**src/rtl/rtc_bus_responder.sv**
```systemverilog
// RTC chip stand-in for the multiplexed address/data bus: strobe decode,
// register file with a BCD calendar clock driven by a one-second prescaler.
module rtc_bus_responder #(
  parameter int TICK_DIV = 100_000_000
) (
  input  logic       clk,
  input  logic       reset,
  input  logic       ChipSelect,
  input  logic       Write,
  input  logic       Read,
  input  logic       AoD,
  input  logic [7:0] data_in,
  output logic [7:0] data_out,
  output logic       data_oe,
  output logic       tick
);

  localparam int CW = $clog2(TICK_DIV);
  localparam logic [CW-1:0] CNT_LAST = CW'(TICK_DIV - 1);
  // Time registers in carry order: sec, min, hour, day, month, year
  localparam logic [7:0] TM_LO [6] = '{8'h00, 8'h00, 8'h00, 8'h01, 8'h01, 8'h00};
  localparam logic [7:0] TM_HI [6] = '{8'h59, 8'h59, 8'h23, 8'h31, 8'h12, 8'h99};

  function automatic logic [7:0] bcd_next(input logic [7:0] v,
                                          input logic [7:0] lo,
                                          input logic [7:0] hi);
    logic [7:0] r;
    if (v >= hi)
      r = lo;
    else if (v[3:0] >= 4'd9)
      r = {v[7:4] + 4'd1, 4'd0};
    else
      r = {v[7:4], v[3:0] + 4'd1};
    return r;
  endfunction

  // [0],[1] synchroniser stages, [2] previous synchronised value for edges
  logic [2:0]    cs_q, wr_q, rd_q;
  logic [1:0]    aod_q;
  logic [7:0]    din1_q, din2_q;
  logic [2:0]    vld_q;
  logic          wr_arm_q, rd_arm_q;
  logic [7:0]    addr_q, dout_q;
  logic          oe_q, tick_q, run_q, pend_q;
  logic [CW-1:0] cnt_q;
  logic [7:0]    tm_q [6];
  logic [7:0]    tm_d [6];
  logic [5:0]    carry;

  logic       sel, wr_rise, rd_fall, rd_rise, cs_rise;
  logic       addr_wr, data_wr, rd_snap;
  logic       is_ctrl, is_tm, wr_hit, wrap, inc_go;
  logic [2:0] tm_idx;
  logic [7:0] rd_val;

  // A strobe only counts once it has been seen high after reset, so a
  // strobe held low across reset release needs a full high/low cycle.
  assign sel     = ~cs_q[1];
  assign wr_rise = wr_arm_q & wr_q[1] & ~wr_q[2];
  assign rd_fall = rd_arm_q & ~rd_q[1] & rd_q[2];
  assign rd_rise = rd_arm_q & rd_q[1] & ~rd_q[2];
  assign cs_rise = vld_q[2] & cs_q[1] & ~cs_q[2];

  assign addr_wr = wr_rise & sel & ~aod_q[1];
  assign data_wr = wr_rise & sel & aod_q[1];
  assign rd_snap = rd_fall & sel & aod_q[1];

  assign is_ctrl = (addr_q == 8'h20);
  assign is_tm   = (addr_q >= 8'h21) && (addr_q <= 8'h26);
  assign tm_idx  = addr_q[2:0] - 3'd1;
  assign wr_hit  = data_wr & (is_ctrl | is_tm);

  // A write commit wins the cycle; the increment slips one cycle via pend_q
  assign wrap     = run_q & (cnt_q == CNT_LAST);
  assign inc_go   = (wrap | pend_q) & ~wr_hit;
  assign carry[0] = inc_go;

  always_comb begin
    rd_val = 8'h00;
    if (is_ctrl)
      rd_val = {7'd0, run_q};
    else if (is_tm)
      rd_val = tm_q[tm_idx];
  end

  for (genvar gi = 0; gi < 6; gi++) begin : g_tm
    assign tm_d[gi] = carry[gi] ? bcd_next(tm_q[gi], TM_LO[gi], TM_HI[gi]) : tm_q[gi];
    if (gi < 5) begin : g_carry
      assign carry[gi+1] = carry[gi] & (tm_q[gi] >= TM_HI[gi]);
    end
  end

  always_ff @(posedge clk) begin
    if (reset) begin
      cs_q     <= 3'b111;
      wr_q     <= 3'b111;
      rd_q     <= 3'b111;
      aod_q    <= 2'b00;
      din1_q   <= 8'h00;
      din2_q   <= 8'h00;
      vld_q    <= 3'b000;
      wr_arm_q <= 1'b0;
      rd_arm_q <= 1'b0;
      addr_q   <= 8'h00;
      dout_q   <= 8'h00;
      oe_q     <= 1'b0;
      tick_q   <= 1'b0;
      run_q    <= 1'b1;
      pend_q   <= 1'b0;
      cnt_q    <= '0;
      for (int i = 0; i < 6; i++) tm_q[i] <= TM_LO[i];
    end else begin
      cs_q     <= {cs_q[1:0], ChipSelect};
      wr_q     <= {wr_q[1:0], Write};
      rd_q     <= {rd_q[1:0], Read};
      aod_q    <= {aod_q[0], AoD};
      din1_q   <= data_in;
      din2_q   <= din1_q;
      vld_q    <= {vld_q[1:0], 1'b1};
      wr_arm_q <= wr_arm_q | (vld_q[2] & wr_q[2]);
      rd_arm_q <= rd_arm_q | (vld_q[2] & rd_q[2]);

      for (int i = 0; i < 6; i++) tm_q[i] <= tm_d[i];
      if (wr_hit && is_tm)
        tm_q[tm_idx] <= din2_q;
      if (wr_hit && is_ctrl)
        run_q <= din2_q[0];
      if (addr_wr)
        addr_q <= din2_q;

      if (run_q)
        cnt_q <= wrap ? '0 : cnt_q + 1'b1;
      tick_q <= wrap;
      pend_q <= (wrap | pend_q) & wr_hit;

      if (rd_snap) begin
        dout_q <= rd_val;
        oe_q   <= 1'b1;
      end else if (rd_rise | cs_rise) begin
        oe_q <= 1'b0;
      end
    end
  end

  assign data_out = dout_q;
  assign data_oe  = oe_q;
  assign tick     = tick_q;

endmodule

```
**config.mk**
```make
export PLATFORM = sky130hd
export DESIGN_NAME = rtc_bus_responder
export DESIGN_NICKNAME = d
export VERILOG_FILES = /design/src/rtl/rtc_bus_responder.sv
export SDC_FILE = /design/constraint.sdc
export NUM_CORES = 1
export LEC_CHECK = 0
export CAP_MARGIN = 20
export CORE_MARGIN = 5
export CORE_UTILIZATION = 60
export CTS_BUF_LIST = sky130_fd_sc_hd__clkbuf_4 sky130_fd_sc_hd__clkbuf_8 sky130_fd_sc_hd__clkbuf_16
export DETAILED_ROUTE_END_ITERATION = 16
export PLACE_DENSITY = 0.78
export SLEW_MARGIN = 20
export SYNTH_ARGS = -nofsm -noshare
export SYNTH_HDL_FRONTEND = slang
export SYNTH_SLANG_ARGS = --single-unit
```
**constraint.sdc**
```tcl
create_clock -name clk -period 6.3 [get_ports clk]
set_input_delay 1.26 -clock clk [delete_from_list [all_inputs] [get_ports clk]]
set_output_delay 1.26 -clock clk [all_outputs]
set_load 0.02 [all_outputs]
```
==> After elaboration in Yosys (flattened, before gate mapping) <==
Memory sizes are Yosys's and may differ from the RTL's.
Cells that the tools add are included.
Widths: inputs -> output; s select.
{ "op_classes": {"n_addsub": 14, "n_lt_le_gt_ge": 14, "eq_ne": 2, "muxes": 36, "bitwise_logic": 42, "reduce_logical": 4} }
{ "ops": {"columns": ["op", "count"], "rows": [
  ["$mux 8", 26],
  ["$add 4x1->4 const B", 12],
  ["$add 27x1->27 const B", 1],
  ["$eq 27x27->1 const B", 1],
  ["$mux 27", 1],
  ["$and 1x1->1", 24],
  ["$ge 4x4->1 const B", 6],
  ["$ge 8x6->1 const B", 3],
  ["$ge 8x7->1 const B", 2],
  ["$or 1x1->1", 11],
  ["$mux 1", 9],
  ["$eq 8x6->1 const B", 1],
  ["$ge 8x5->1 const B", 1],
  ["$ge 8x8->1 const B", 1],
  ["$le 8x6->1 const B", 1],
  ["$not 1->1", 7],
  ["$logic_and 1x1->1", 3],
  ["$sub 3x1->3 const B", 1],
  ["$reduce_bool 2->1", 1]
]} }
{ "word_totals": {"reg_bits": 79, "ram_bits": 48, "inputBits": 14, "out_inout_bits": 10, "elab_cells": 130, "memories": 1} }
{ "memory_table": {"columns": ["name", "depth", "width", "read_ports", "rd_clocked_by_memory_dff", "write_ports", "line_no", "source"], "rows": [
  ["tm_q", 6, 8, 7, 0, 7, "46", "logic [7:0] tm_q [6];"]
]} }

==> Logic depth before layout (Yosys ltp) <==
Gate-level depths: netlist (run 1).
{ "depth": {"depth_word": 14, "ltp_mapped": 10, "depth_no_buf": 7} }

==> Least setup slack after synthesis (run 1) <==
Ideal clock, no wire load.
{ "synth_path": {"path_type": "input -> register", "start": "input reset", "end": "memory tm_q[7][0] (enable)", "setup_ns": 0.395, "arrival_time_ns": 2.947, "t_required_ns": 5.905, "slack_ns": 2.959, "cell_stages": 4, "path_buffers": 2, "cell_sequence": "clkbuf_1 -> or4_1 -> buf_6 -> nor4_1"} }
{ "synth_rtl": {"columns": ["element", "line_no", "source"], "rows": [
  ["from (decl)", "7", "input logic reset,"],
  ["to (decl)", "46", null]
]} }

==> flow_summary.yaml, run 1 <==
outcome:
  status: "finished, final reports clean"
layout:
  fillers: 874
  area_delta_synth_final_pct: 12.78
  n_antenna_cell: 0
  layout.cells.most_common: "dfxtp_1"
  design_area_mm2: 0.008173
  layout_common_cells: "dfxtp_1, nor2_1, edfxtp_1, nand2_1"
  drive_gt1_share_pct: 13.90
  nets: 747
  fin_cells: 859
setup_path:
  crit_path_start_kind: "flop"
  critical-path-top-delay-family: "simple AND/OR/NAND/NOR gates"
  crit_path_cell_trace: "inv_1 -> ha_1 -> xor2_1 -> nand2_1 -> nor3_1 -> and2_1 -> mux2_2"
  r2r_start: "addr_q[0]"
  crit_type: "flop to flop"
  cp_max_fo: 13
  arrival_ns: 4.01
  slowest_stage: "xor2_1"
  crit_buf_inv: 1
  cp.required_ns: 6.48
  end_kind: "flop"
  startpoint: "addr_q[0]"
  cpPeakStageDelay_ns: 0.76
sta:
  post-route-min-period_ns: 3.826
  skew_ns: 0.01591
  slew_viol_final: 0
  finalSetupTns_ns: 0
  finalCritPeriodShare_pct: 60.73
  fmax_mhz: 261.4
  rsz0062_at_grt: "no"
  setup_slack_ns: 2.474
  hold_violations: 0
  setup_viol: 0
  relSlewSlack_pct: 36.90
  max_slew.worst_pin.slew_ns: 0.9433
grt:
  grt_max_degree: 59
  grtUsageTotal_pct: 24.83
  grt_pass1_wl_um: 27230
  antenna_found_initial: 0
  grt_overflow: 0
  grt_pass1_vias: 5128
drt:
  topRoutingLayerUsed: "met4"
  dr.pass1.iters: 5
  routed-via-count: 5305
  drcViolationCount: 0
  wire_per_inst_um: 19.92
  drt-initial-drc-count: 707
  avgViaCountPerCell: 6.176
  dr_wl_met2_um: 8150
  ant_nets: 0
  drt-met1-wl_um: 6853
  wl_met3_um: 1541
  routed_wl_um: 17110
pwr:
  p_per_area_mw_per_mm2: 258.4
  vdd_drop_max_mv: 0.2404
  power_leakage_uw: 0.003105
synthesis:
  yosys-top-cells-area: "edfxtp_1, dfxtp_1, ha_1"
  syn_inst: 681
  yosysTopAreaCell: "edfxtp_1"
  synth.top_cell.area_share_pct: 26.52
  synth_cell_types: 56
  synth-edff-count: 64
  synthFlopType: "dfxtp_1"
  yosysWarnings: 0
  yosysSeqAreaShare_pct: 48.34
  ys_ff_latch: 143
  syn_area_mm2: 0.007247
  avgSynthCellArea_um2: 10.64
  async_reset_ff_share_pct: 0
  synth_nets: 729
clock_network:
  cts_buffer_depth: 2
  cts_htree_levels: 4
  hold_buffers: 0
  cts-buffers-inserted: 17
  clkLatencyLatePin_ns: 0.43
  clock_sinks: 143
  tritoncts: "yes"
  root_buffer: "clkbuf_16"
  clk_pin_slew_worst_paths_ns: 0.06
  cts_resized: 0
  cts_setup_buffers: 0
floorplanning:
  io_pins: 24
  fp.dieH_um: 119.9
  die_w_um: 119.9
  initial_core_util_pct: 60.84
  rows: 40
  core_mm2: 0.01191
  die_area_mm2: 0.01438
place:
  place.gp.congestion: 0.9895
  port_buffers: 23
  hpwlAfterDp_um: 12160
  place_ws_ns: 2.547
  place_area_mm2: 0.007564
  dp.cells: 827
min_path:
  min-delay-start: "rd_q[0]"
  hold_class: "flop to flop"
run:
  drv_cap: 0
-- path summary, 6_finish.rpt --
check          endpoint  slack, ns  cells past startpoint
min             rd_q[1]       0.41                      1
max          tm_q[4][0]       2.47                      7
min reg2reg     rd_q[1]       0.41                      1
max reg2reg  tm_q[4][0]       2.47                      7
-- synthesized netlist by cell type (5+ instances only) --
| cell type | count |
|---|---|
| a211o_1 | 10 |
| a21oi_1 | 11 |
| and2_1 | 9 |
| and3_1 | 7 |
| buf_2 | 9 |
| clkbuf_1 | 14 |
| dfxtp_1 | 79 |
| edfxtp_1 | 64 |
| ha_1 | 34 |
| inv_1 | 30 |
| mux2_2 | 26 |
| mux2i_1 | 15 |
| mux4_2 | 15 |
| nand2_1 | 49 |
| nand2b_1 | 5 |
| nand3_1 | 34 |
| nand4_1 | 9 |
| nor2_1 | 68 |
| nor2b_1 | 23 |
| nor3_1 | 15 |
| nor3b_1 | 6 |
| nor4_1 | 17 |
| o21ai_0 | 28 |
| or2_2 | 10 |
| xnor2_1 | 20 |
| xor2_1 | 22 |
-- worst reg2reg max path: cells and delay by family, from the launching register on --
family                     cells  cell delay, ns
and+or+nand+nor                3            1.01
xor gates and xnor gates       1            0.76
DFF                            1            0.60
buffers and inverters          1            0.41
adders and majority gates      1            0.41
muxes                          1            0.38
-- power by group --
part	switching [uW]	internal, uW
Sequential	36.3	996
Clock	390	595
Combinational	51.7	42.7
Total	478	1630
-- stage by stage --
stage | utilization [%] | hold slack (ns) | power, uW
CTS | 68.52 | 0.4076 | 2124
finish | 68.61 | 0.4085 | 2112
floorplan | - | 0.3895 | 1102
global placement | 63.50 | 0.3956 | 1137
detailed placement | 63.50 | 0.3932 | 1142
global route | 68.61 | 0.4203 | 2190
-- layer usage --
layer / track usage, % / vias to the layer above
met1: 31.22 / 2517
li1: - / 2483
met5: 0 / -
met2: 40.46 / 253
met4: 10.74 / 0
met3: 6.598 / 52
-- cell families (layout without fill, tap and decap cells) --
logic type	Yosys count	after routing	share of synthesized area, %
XOR/XNOR	42	42	5.076
flip-flops	143	143	48.34
AND/OR/NAND/NOR	275	275	19.99
buffers and inverters	58	89	3.263
AO/OA/AOI/OAI	73	73	6.682
adder cells (fa/ha/maj)	34	34	5.870
multiplexers	56	56	10.77
-- layout make-up --
type | count | area, um2 | share of cell area [%]
Multi-Input combinational cell | 480 | 3523 | 43.11
Sequential cell | 143 | 3503 | 42.87
Clock buffer | 22 | 528.0 | 6.460
Timing Repair Buffer | 26 | 247.7 | 3.031
Tap cell | 147 | 183.9 | 2.250
Inverter | 31 | 116.4 | 1.424
Clock inverter | 10 | 70.07 | 0.8573
-- state kept, by name, summed over array words and instances, names as in the netlist, 2 cells and up --
signal    count
addr_q        8
aod_q         2
cnt_q        27
cs_q          3
data_out      8
din1_q        8
din2_q        8
rd_q          3
tm_q         64
vld_q         3
wr_q          3
Power figures use the tool's default switching activity.
==> run 2, diff against run 1 <==
CORE_UTILIZATION = 56   (was 60)
PLACE_DENSITY = 0.77   (was 0.78)
clock period = 3.05 ns   (was 6.3 ns; I/O delays follow)
==> run 2 against run 1 <==
Worst setup slack worse by 2.2 ns. First-iteration DRC count is 40% lower. Cell count is 4.8% higher. Register-to-register slack worse by 2.2 ns. Hold slack better by 0.0025 ns. Routed wire length is 1.3% higher. Via count is 2.1% higher. Non-clock buffer count is 16 higher. Design area is 1.7% higher. Die area is 6.5% higher. Flip-flop and latch count stayed put.
==> flow_summary.yaml, run 2 (synthesized netlist as in run 1, its figures left out) <==
sta:
  finalCritPeriodShare_pct: 92.25
  skew_ns: 0.009346
  slew_viol_final: 0
  rsz0062_at_grt: "no"
  relSlewSlack_pct: 35.07
  post-route-min-period_ns: 2.814
  setup_viol: 0
  fmax_mhz: 355.4
  hold_violations: 0
  max_slew.worst_pin.slew_ns: 0.9720
  finalSetupTns_ns: 0
grt:
  grt_pass1_vias: 5325
  grtUsageMet2_pct: 38.26
  grt_util_met1_pct: 30.77
  grt_pass1_wl_um: 27670
  use_met3_pct: 7.175
  top_usage_layer: "met2"
  grt_overflow: 0
  grtUsageTotal_pct: 24.38
  antenna_found_initial: 0
  grt_max_degree: 53
min_path:
  hold_depth: 1
  min-delay-start: "rd_q[0]"
  hold_class: "flop to flop"
setup_path:
  ff2ff_path_depth: 5
  end_kind: "flop"
  slowest_stage: "or4_1"
  cpPeakStageDelay_ns: 0.75
  crit_path_cell_trace: "a211oi_1 -> a21oi_1 -> or4_1 -> nor3_4 -> mux2_2"
  r2r_start: "addr_q[5]"
  cp.required_ns: 3.22
  crit_type: "flop to flop"
  startpoint: "addr_q[5]"
  cp_max_fo: 9
  crit_path_start_kind: "flop"
  arrival_ns: 2.98
place:
  hpwlAfterDp_um: 12530
  place.gp.congestion: 0.9342
  place_area_mm2: 0.007715
  port_buffers: 23
layout:
  design_area_mm2: 0.008312
  layout_common_cells: "dfxtp_1, nor2_1, edfxtp_1, nand2_1"
  largest-register: "tm_q"
  layout.cells.most_common: "dfxtp_1"
  drive_gt1_share_pct: 15.66
  largestRegisters: "tm_q (64), cnt_q (27)"
  n_antenna_cell: 0
  nets: 763
  largest_reg_flops: 64
  area_delta_synth_final_pct: 14.69
drt:
  dr.pass1.iters: 5
  routed_wl_um: 17330
  avgViaCountPerCell: 6.018
  wire_per_inst_um: 19.26
  drt-initial-drc-count: 427
  ant_nets: 0
  routed-via-count: 5416
  drcViolationCount: 0
floorplanning:
  initial_core_util_pct: 57.19
  core_mm2: 0.01267
  fp.dieH_um: 123.8
  rows: 41
  die_w_um: 123.8
  io_pins: 24
  die_area_mm2: 0.01532
clock_network:
  cts-buffers-inserted: 17
  hold_buffers: 0
  tritoncts: "yes"
  cts_setup_buffers: 0
  root_buffer: "clkbuf_16"
  cts_htree_levels: 4
  cts_buffer_depth: 2
  cts_resized: 0
  clock_sinks: 143
  clkLatencyLatePin_ns: 0.43
  clk_pin_slew_worst_paths_ns: 0.06
pwr:
  pwr-share-seq_pct: 48.9
  power_leakage_uw: 0.003197
  p_sw_uw: 964.8
  power.internal_uw: 3401
  combPwrFrac_pct: 4.5
  vdd_drop_max_mv: 0.4039
  p_clk_share_pct: 46.7
  swShare_pct: 22.10
  p_per_area_mw_per_mm2: 525.2
run:
  drv_cap: 0
outcome:
  status: "finished, final reports clean"
==> run 2: cell types whose count changed in the layout (fill, tap and decap cells not counted) <==
cell / previous run / this run
clkbuf_4: 0 / 3
clkinv_4: 1 / 2
clkinvlp_4: 3 / 1
inv_6: 2 / 0
buf_4: 3 / 19
nor3_1: 13 / 14
nor3_4: 3 / 2
==> run 2: final timing paths <==
path / end / slack [ns]
max: tm_q[3][2] / 0.24
min: rd_q[1] / 0.41
max reg2reg: tm_q[3][2] / 0.24
min reg2reg: rd_q[1] / 0.41
==> run 2: final cells by class <==
type / instances / area (um2)
Fill cell: 979 / 4359
Multi-Input combinational cell: 480 / 3512
Sequential cell: 143 / 3503
Clock buffer: 25 / 550.5
Timing Repair Buffer: 42 / 367.9
Tap cell: 172 / 215.2
Inverter: 31 / 116.4
Clock inverter: 7 / 46.29
==> run 2: power by group through the flow <==
stage	clock network (uW)	logic, uW	registers [uW]
final	2040	195	2130
after global routing	2160	220	2140
after CTS	2060	195	2130
after detailed placement	0	193	2170
after global placement	0	184	2170
after floorplan	0	142	2130
==> run 2: critical path, delay by kind of cell (launching register included) <==
| family | cells | cell delay, ns |
|---|---|---|
| and+or+nand+nor | 2 | 1.24 |
| DFF | 1 | 0.32 |
| AOI/OAI and AO/OA | 2 | 0.60 |
| muxes | 1 | 0.40 |
==> run 2: through the flow <==
stage | power [uW] | worst slack [ns] | hold WS, ns | instances | utilization, %
floorplan | 2276 | 0.01912 | 0.3895 | 681 | -
global placement | 2351 | 0.3503 | 0.3971 | 868 | 60.89
detailed placement | 2362 | 0.2929 | 0.3987 | 868 | 60.89
CTS | 4386 | 0.2628 | 0.4115 | 900 | 65.60
global route | 4512 | 0.1498 | 0.4302 | 900 | 65.60
finish | 4366 | 0.2363 | 0.4110 | 900 | 65.60
==> run 2: layer usage <==
layer  up-vias  wire length [um]
li1       2516                 -
met1      2601              7194
met2       246              7990
met3        53              1473
met4         0               671
met5         -                 0
